<file path="src/rtl/button_debounce.sv">
// ============================================================================
// button_debounce: per-channel synchroniser + stability counter, with clean level and rise/fall strobes
// Rev 1.0
// ============================================================================
`default_nettype none

module button_debounce #(
  parameter int WIDTH           = 2,
  parameter int SYNC_STAGES     = 2,
  parameter int DEBOUNCE_CYCLES = 1000000,
  parameter int CNT_W           = 20
) (
  input  logic             clk,
  input  logic             rst_n,
  input  logic [WIDTH-1:0] btn_in,
  output logic [WIDTH-1:0] btn_level,
  output logic [WIDTH-1:0] btn_rise,
  output logic [WIDTH-1:0] btn_fall
);

  localparam logic [CNT_W-1:0] C_CNT_LAST = CNT_W'(DEBOUNCE_CYCLES - 1);

  logic [WIDTH-1:0] sync_q [SYNC_STAGES];
  logic [CNT_W-1:0] cnt    [WIDTH];
  logic [WIDTH-1:0] sync;

  assign sync = sync_q[SYNC_STAGES-1];

  always_ff @(posedge clk) begin
    if (!rst_n) begin
      for (int s = 0; s < SYNC_STAGES; s++) begin
        sync_q[s] <= '0;
      end
      for (int i = 0; i < WIDTH; i++) begin
        cnt[i] <= '0;
      end
      btn_level <= '0;
      btn_rise  <= '0;
      btn_fall  <= '0;
    end else begin
      sync_q[0] <= btn_in;
      for (int s = 1; s < SYNC_STAGES; s++) begin
        sync_q[s] <= sync_q[s-1];
      end
      btn_rise <= '0;
      btn_fall <= '0;
      // Any agreement with the accepted level restarts the stability window.
      for (int i = 0; i < WIDTH; i++) begin
        if (sync[i] == btn_level[i]) begin
          cnt[i] <= '0;
        end else if (cnt[i] == C_CNT_LAST) begin
          cnt[i]       <= '0;
          btn_level[i] <= sync[i];
          btn_rise[i]  <= sync[i];
          btn_fall[i]  <= ~sync[i];
        end else begin
          cnt[i] <= cnt[i] + CNT_W'(1);
        end
      end
    end
  end

endmodule

`default_nettype wire

</file>
<file path="config.mk">
export PLATFORM = sky130hd
export DESIGN_NAME = button_debounce
export DESIGN_NICKNAME = d
export VERILOG_FILES = /design/src/rtl/button_debounce.sv
export SDC_FILE = /design/constraint.sdc
export NUM_CORES = 1
export LEC_CHECK = 0
export CAP_MARGIN = 5
export CORE_MARGIN = 2
export CORE_UTILIZATION = 35
export CTS_BUF_LIST = sky130_fd_sc_hd__clkbuf_4 sky130_fd_sc_hd__clkbuf_8
export DETAILED_ROUTE_END_ITERATION = 8
export PLACE_DENSITY = 0.58
export SLEW_MARGIN = 20
export SYNTH_ARGS = -nofsm -noshare
export SYNTH_HDL_FRONTEND = slang
export SYNTH_SLANG_ARGS = --single-unit
</file>
<file path="constraint.sdc">
create_clock -name clk -period 2.46 [get_ports clk]
set_input_delay 0.492 -clock clk [delete_from_list [all_inputs] [get_ports clk]]
set_output_delay 0.492 -clock clk [all_outputs]
set_load 0.005 [all_outputs]
</file>
* Word-level counts from Yosys, hierarchy flattened *
Memory sizes are Yosys's and may differ from the RTL's.
Cells that the tools add are included.

storage, ports and cells
  output and inout bits = 6
  register bits after elaboration = 6
  bits in writable memories = 44
  logic and storage cells = 65
  input bits = 4
  memories kept = 2

memories
  memory  depth  bits a word  read ports  clocked after Yosys merged registers in  wr ports  line  text
  cnt     2      20           2           0                                        2         24    logic [CNT_W-1:0] cnt [WIDTH];
  sync_q  2      2            2           0                                        2         23    logic [WIDTH-1:0] sync_q [SYNC_STAGES];

operators by class
  eq/ne operators = 4
  reduce and logical (&&, ||, !) cells = 4
  muxes and demuxes = 32
  add/subtract/negate cells = 2
  bitwise gates (word level) = 15

operators with widths
  operator                 number
  $mux W20                 6
  $add A20 B1 Y20 const B  2
  $eq A20 B20 Y1 const B   2
  $mux W1                  24
  $or A1 B1 Y1             8
  $not A1 Y1               7
  $reduce_or A3 Y1         2
  $mux W2                  2
  $reduce_and A2 Y1        2
  $eq A1 B1 Y1             2

* Longest topological paths before layout *
Gate-level depths: netlist of run 1.

  depth in word-level cells = 7
  depth in mapped cells = 6
  depth with buffers taken out = 5

* Least setup slack after synthesis of run 1 *
No wires, ideal clock.

  path kind = register -> register
  start = mem cnt[1][0]
  end = mem cnt[1][18] (data pin)
  period minus slack after synthesis = 1.764 ns
  data required time = 2.320 ns
  buffers on the path = 0
  cell stages (with the launch flop) = 6
  data arrival time = 1.624 ns
  path slack = 0.696 ns
  cell sequence = edfxtp_1 -> ha_1 -> nand2_2 -> or3_4 -> or4_4 -> a21oi_2

RTL lines
  element      line
  from (decl)  24

==> impl_results.md, run 1 <==
* Outcome: finished clean
* Biggest fanout along the worst timing path at 20
* Buffers inserted by post-CTS timing repair at 0
* Insertion delay of the later-clocked pin in the worst-skew pair at 0.30 ns
* Wire length per cell at 11.5 microns
* Startpoint of the worst register-to-register path: cnt[0][12]
* Number of antenna violations at the first check in global routing at 0
* Startpoint-to-endpoint class of the critical path: reg2reg
* Clock tree from TritonCTS: yes
* Worst EP arrival at 1.97 ns
* Final clock period utilization by the worst path at 77.9%
* Cell chain of the critical path: nor4bb_1, nand4_1, o21ai_1, buf_4, nor2_1
* Number of stages on the worst hold path at 1
* Avg Vias per Cell at 4.81
* Floorplan row count at 31
* Count of flip-flops with a built-in enable after synthesis at 40
* Via count of the first global-routing pass at 1736
* RSZ-0062 raised after global routing: no
* Class of the worst hold path: reg2reg
* Layout overhead on the synthesized area at 16.9%
* Synth Area per Inst at 10.6 sq um
* Drc violations at 0
* Power per Cell Area at 503 mW/mm^2
* Layout Skew at 0.00265 ns
* Clock transition at the registers of the reported paths at 0.09 ns
* Clock Sinks at 50
* Horizontal extent of the die at 89.9 microns
* Die Area at 0.00808 sq mm
* Share of flip-flops with an asynchronous set or reset after synthesis at 0%
* Flop and latch count out of synthesis at 50
* Critical hold path startpoint: sync_q[0][0]
* CP endpoint kind: register
* Most frequent cells in the layout: sky130_fd_sc_hd__edfxtp_1, sky130_fd_sc_hd__conb_1, sky130_fd_sc_hd__nor2_1
* Worst R2R Path Depth at 5
* Worst path slowest cell: sky130_fd_sc_hd__edfxtp_1
* Height of the die at 89.9 microns
* RePlAce Congestion at 0.727
* Number of pins exceeding their max-slew limit in the final report at 0
* Top_reg_cell synth: sky130_fd_sc_hd__edfxtp_1
* Worst EP required at 2.52 ns
* Type of element launching the critical path: register
* Hold Path End: sync_q[0][2]
* Max-cap violation count at 0
* H-tree lvl count at 2
* Cell area after synthesis at 0.00258 sq mm
* Min Clock Period, post-route at 1.92 ns
* Global-route usage over all layers at 11.7%
* Layout cell share with drive strength beyond 1 at 6.40%
* Hold violation count in the final report at 0
* Number of hold buffers added after cts at 0
* Routed Wire Length at 4540 microns
* R2R setup slack at 0.54 ns
* Layout net count at 302
* TritonCTS Buffers at 5
* Largest net degree at the start of global routing at 21
* Largest voltage drop on the vdd net at 0.165 mV
* Starting Density at 35.8%
* Count of vias placed by the detailed router at 1903
* Worst stage delay on the critical path at 0.48 ns
* # IOs at 10
* Worst flop-to-flop path endpoint: cnt[0][14]
* Post-synthesis sequential area ratio at 54.3%
* FMAX at 0.522 GHz
* Number of buffers on the longest clock path at 2
* Final core utilization at 41.8%
* Reported leakage power at 1.02 nW
* Yosys Warn Count at 0
* Post-Route Setup TNS at 0 ns
* Critical path buffer and inverter count at 1
* Antenna Diode Count at 0
* Synth cell types at 40
* Number of optimization iterations in the first detailed-route pass at 4
* GRT Residual Overflow at 0
* CTS-repair resized insts at 0
* Core Region at 0.00721 sq mm
* Half-perimeter wire length after placement at 3210 microns
* Family of cells with the greatest summed delay on the critical path: simple AND/OR/NAND/NOR gates
* Post-Syn Instances at 244
* Number of failing setup endpoints in the final timing report at 0
* Number of antenna-violating nets in the routed design at 0
* Number of buffers added on ports at 9
* Starting DRT DRC Count at 91
* Global-route wire length before repair at 7870 microns
* Root Buffer: sky130_fd_sc_hd__clkbuf_8
-- how the worst max path moves through the flow --
stage / cells past startpoint / start / to / slack [ns]
floorplan: 5 / cnt[1][0] / cnt[1][18] / 0.70
global placement: 5 / rst_n / cnt[0][3] / 0.55
detailed placement: 5 / rst_n / cnt[0][2] / 0.52
CTS: 5 / cnt[0][12] / cnt[0][2] / 0.54
global route: 5 / cnt[0][12] / cnt[0][18] / 0.33
finish: 5 / cnt[0][12] / cnt[0][14] / 0.54
-- final cells by class --
cell class,instances,area (sq um)
Inverter,10,37.5
Clock buffer,5,68.8
Multi-Input combinational cell,218,1260
Fill cell,733,4200
Tap cell,99,124
Timing Repair Buffer,11,105
Clock inverter,3,16.3
Sequential cell,50,1400
-- cell usage after synthesis (6+ instances only) --
cell	n	area share [%]
sky130_fd_sc_hd__nand3_1	15	2.9
sky130_fd_sc_hd__or3_1	8	1.9
sky130_fd_sc_hd__and3_1	6	1.5
sky130_fd_sc_hd__xnor2_1	12	4.1
sky130_fd_sc_hd__o21ai_0	10	1.9
sky130_fd_sc_hd__nand2_1	12	1.7
sky130_fd_sc_hd__nor2_1	28	4.1
sky130_fd_sc_hd__nand4_1	10	2.4
sky130_fd_sc_hd__a21oi_1	13	2.5
sky130_fd_sc_hd__xor2_1	13	4.4
sky130_fd_sc_hd__inv_1	10	1.5
sky130_fd_sc_hd__dfxtp_1	10	7.8
sky130_fd_sc_hd__edfxtp_1	40	47
-- flip-flops by register name (all words and copies together), names as in the netlist --
name and cells:
btn_fall 2, sync_q 4, btn_level 2, cnt 40, btn_rise 2
-- routing by layer --
layer  share of wire, %  vias to the layer above  GRT usage (%)  wire length, microns
met5                  0                        -              0                     0
met4                1.9                        0           5.26                    88
met3                3.4                        7           3.02                   154
met2                 44                       29           18.2                  1980
met1                 51                      898           15.6                  2320
li1                   -                      969              -                     -
-- kinds of logic after synthesis --
group / share of synthesized area, %
buffers and inverters: 2.42
and+or+nand+nor: 26.8
AOI/OAI and AO/OA: 6.88
adders and majority gates: 0.969
DFF: 54.3
xor gates and xnor gates: 8.48
other: 0.145
-- report_power, final --
group	leakage (nW)	switching [mW]	total (mW)	internal [mW]
clock network	0.0432	0.274	0.470	0.196
logic	0.483	0.0400	0.0692	0.0293
registers	0.494	0.0358	0.979	0.943
-- metrics by stage --
stage / instance area (sq um) / instances / hold slack (ns) / power [mW] / setup WS (ns)
after detailed placement: 2930 / 388 / 0.419 / 1.07 / 0.524
after CTS: 3020 / 396 / 0.450 / 1.53 / 0.538
final: 3020 / 396 / 0.448 / 1.52 / 0.543
after floorplan: 2730 / 283 / 0.412 / 1.04 / 0.696
after global routing: 3020 / 396 / 0.470 / 1.58 / 0.332
after global placement: 2930 / 388 / 0.422 / 1.06 / 0.554
-- worst register-to-register path, delay by kind of cell, from the launching register on --
kind | cells | cell delay (ns)
AO/OA/AOI/OAI | 1 | 0.17
buffers and inverters | 1 | 0.26
AND/OR/NAND/NOR | 3 | 0.76
flip-flops | 1 | 0.48
Note: power is estimated with default switching activity, not from simulation.
==> run 2: changes to the inputs <==
--- a/config.mk
+++ b/config.mk
@@ -10,7 +10,7 @@
 export CORE_UTILIZATION = 35
 export CTS_BUF_LIST = sky130_fd_sc_hd__clkbuf_4 sky130_fd_sc_hd__clkbuf_8
 export DETAILED_ROUTE_END_ITERATION = 8
-export PLACE_DENSITY = 0.58
+export PLACE_DENSITY = 0.6
 export SLEW_MARGIN = 20
 export SYNTH_ARGS = -nofsm -noshare
 export SYNTH_HDL_FRONTEND = slang
==> constraint.sdc (replaced) <==
create_clock -name clk -period 1.75 [get_ports clk]
set_input_delay 0.35 -clock clk [delete_from_list [all_inputs] [get_ports clk]]
set_output_delay 0.35 -clock clk [all_outputs]
set_load 0.005 [all_outputs]
==> run 2 against run 1 <==
Compared with the run above:
- the flow now finishes with violations (negative setup slack)
- hold slack improved by 0.0026 ns
- clock skew increased by 0.0057 ns
- sequential power is 40% higher
- non-clock buffer count increased by 56
- count of clock-buffer cells in the layout grew 3
- final cell count rose by 14%
- first-iteration DRC count down 7.7%
- global-route usage increased by 2.0 points
- critical path type unchanged
- highest routed layer unchanged
==> impl_results.md, run 2 (synthesis gave the netlist of run 1 again) <==
* Die Area at 0.00808 sq mm (unchanged)
* RePlAce Congestion at 0.778 (+7.1%)
* Max-cap violation count at 0 (unchanged)
* Worst-case setup margin in the final layout at -0.0708 ns (-0.613 ns)
* Insertion delay of the later-clocked pin in the worst-skew pair at 0.30 ns (about the same)
* Clock tree from TritonCTS: yes
* Starting Density at 35.8% (unchanged)
* R2R setup slack at -0.07 ns (-0.61 ns)
* Startpoint-to-endpoint class of the critical path: reg2reg
* Number of hold buffers added after cts at 0 (unchanged)
* GR Layer Usage met1 at 17.7% (+2.1 points)
* Critical hold path startpoint: sync_q[0][0]
* Worst EP required at 1.80 ns (-0.72 ns)
* Worst EP arrival at 1.87 ns (-0.10 ns)
* Layout overhead on the synthesized area at 42.8%
* Reported leakage power at 1.34 nW (+31%)
* Worst hold margin at 0.451 ns (+0.00256 ns)
* Largest voltage drop on the vdd net at 0.312 mV (+89%)
* Count of vias placed by the detailed router at 2169 (+14%)
* Biggest fanout along the worst timing path at 8 (-60%)
* Commonest non-fill, non-tap cell in the layout: sky130_fd_sc_hd__buf_4
* Starting DRT DRC Count at 84 (-7.7%)
* Global-route wire length before repair at 9250 microns (+18%)
* Number of antenna-violating nets in the routed design at 0 (unchanged)
* Worst flop-to-flop path endpoint: cnt[0][19]
* Largest net degree at the start of global routing at 15 (-29%)
* GRT Residual Overflow at 0 (unchanged)
* Number of pins exceeding their max-slew limit in the final report at 0 (unchanged)
* Height of the die at 89.9 microns (unchanged)
* RSZ-0062 raised after global routing: yes
* Violated checks: negative setup slack
* Layer carrying the most global-route usage: met2
* Startpoint of the worst register-to-register path: cnt[0][7]
* Floorplan row count at 31 (unchanged)
* Power per Cell Area at 624 mW/mm^2 (+24%)
* Number of buffers on the longest clock path at 2 (unchanged)
* Avg Vias per Cell at 4.80 (-0.14%)
* Layout cell share with drive strength beyond 1 at 31.4% (+25 points)
* Post-route cell area at 0.00368 sq mm (+22%)
* Root Buffer: sky130_fd_sc_hd__clkbuf_8
* Number of fill cells at 667 (-9.0%)
* Number of antenna violations at the first check in global routing at 0 (unchanged)
* H-tree lvl count at 2 (unchanged)
* DP Area at 0.00325 sq mm (+11%)
* Clock transition at the registers of the reported paths at 0.09 ns (about the same)
* Via count of the first global-routing pass at 2110 (+22%)
* Most frequent cells in the layout: sky130_fd_sc_hd__buf_4, sky130_fd_sc_hd__edfxtp_1, sky130_fd_sc_hd__conb_1
* Half-perimeter wire length after placement at 3840 microns (+20%)
* Largest register by flop count: cnt
* Outcome: complete, but fails checks
* Global-route track usage on met2 at 23.5% (+5.4 points)
* Layout net count at 358 (+19%)
* Number of stages on the worst hold path at 1 (unchanged)
* Final clock period utilization by the worst path at 104% (+26 points)
* Drc violations at 0 (unchanged)
* Layout Skew at 0.00838 ns (+0.00574 ns)
* Horizontal extent of the die at 89.9 microns (unchanged)
* Largest registers: cnt x40, sync_q x4
* Type of element launching the critical path: register
* Global-route track usage on met3 at 2.51% (-0.50 points)
* Hold violation count in the final report at 0 (unchanged)
* TritonCTS Buffers at 5 (unchanged)
* Worst R2R Path Depth at 5 (unchanged)
* Number of optimization iterations in the first detailed-route pass at 4 (unchanged)
* Core Region at 0.00721 sq mm (unchanged)
* CP endpoint kind: register
* Wire length per cell at 12.6 microns (+9.6%)
* Routed Wire Length at 5690 microns (+25%)
* Global-route usage over all layers at 13.8% (+2.0 points)
* Class of the worst hold path: reg2reg
* Antenna Diode Count at 0 (unchanged)
* FMAX at 0.549 GHz (+5.3%)
* Max reg flops at 40 (unchanged)
* # IOs at 10 (unchanged)
* Number of failing setup endpoints in the final timing report at 35 (+35)
* Clock Sinks at 50 (unchanged)
* Final Total Pwr at 2.30 mW (+52%)
* Hold Path End: sync_q[0][2]
* Number of buffers added on ports at 9 (unchanged)
* Min Clock Period, post-route at 1.82 ns (-0.0967 ns)
[run 2: cell types whose count changed in the layout (fill, tap and decap cells not counted), moves of 3 or more]
cell,previous run,this run
sky130_fd_sc_hd__buf_4,2,51
sky130_fd_sc_hd__nor2_2,0,5
sky130_fd_sc_hd__a21oi_2,1,9
sky130_fd_sc_hd__buf_6,0,5
sky130_fd_sc_hd__and4_1,5,2
sky130_fd_sc_hd__nor2_4,0,5
sky130_fd_sc_hd__nor2_1,28,18
sky130_fd_sc_hd__a21oi_1,13,4
[run 2: what timing repair did]
| item | CTS | global route |
|---|---|---|
| endpoints found under the setup margin | 39 | 42 |
| pin swaps | 1 | 19 |
| gates cloned | 0 | 1 |
| setup buffers | 1 | 12 |
| gates resized for setup | 3 | 52 |
[run 2: final cells by class]
cell class | count | area (sq um) | area share (%)
Inverter | 10 | 37.5 | 1.02
Tap cell | 99 | 124 | 3.36
Sequential cell | 50 | 1400 | 38.0
Timing Repair Buffer | 67 | 559 | 15.2
Clock buffer | 8 | 97.6 | 2.65
Multi-Input combinational cell | 218 | 1470 | 39.8
[run 2: per-layer routing]
metal	routed length (microns)	up-vias
li1	-	1086
met1	2510	1033
met4	132	0
met5	0	-
met3	210	11
met2	2830	39
[run 2: power breakdown]
part	switching, mW	internal [mW]	total (mW)
registers	0.0409	1.33	1.37
clock network	0.378	0.354	0.732
logic	0.102	0.100	0.202
[run 2: worst max path at each step]
stage | start | endpoint | slack [ns] | depth (start not counted)
floorplan | cnt[1][0] | cnt[1][18] | 0.005 | 5
global placement | cnt[0][12] | cnt[0][11] | -0.03 | 6
detailed placement | cnt[1][12] | cnt[1][6] | -0.06 | 5
CTS | cnt[0][11] | cnt[0][11] | -0.02 | 6
global route | cnt[0][7] | cnt[0][19] | -0.16 | 5
finish | cnt[0][7] | cnt[0][19] | -0.07 | 5
[run 2: critical path: stages, from the launching register on]
cell	delay (ns)
sky130_fd_sc_hd__edfxtp_1	0.46
sky130_fd_sc_hd__nor4_1	0.42
sky130_fd_sc_hd__nand4_1	0.21
sky130_fd_sc_hd__o21ai_2	0.22
sky130_fd_sc_hd__buf_6	0.20
sky130_fd_sc_hd__a21oi_2	0.05
[run 2: through the flow]
stage	worst slack (ns)	util, %	TNS, ns	std cells
after floorplan	0.00488	-	0	283
after global placement	-0.0299	45.0	-0.266	430
after detailed placement	-0.0590	45.0	-0.856	430
after CTS	-0.0202	46.8	-0.0434	439
after global routing	-0.164	51.1	-5.00	452
final	-0.0708	51.1	-1.57	452
==> run 3: changes to the inputs <==
--- a/config.mk
+++ b/config.mk
@@ -9,6 +9,7 @@
 export CORE_MARGIN = 2
 export CORE_UTILIZATION = 35
 export CTS_BUF_LIST = sky130_fd_sc_hd__clkbuf_4 sky130_fd_sc_hd__clkbuf_8
+export CTS_CLUSTER_DIAMETER = 50
 export DETAILED_ROUTE_END_ITERATION = 8
 export PLACE_DENSITY = 0.6
 export SLEW_MARGIN = 20
==> results of run 3 <==
Same layout as run 2: the final DEF is identical, and so are final timing and power.
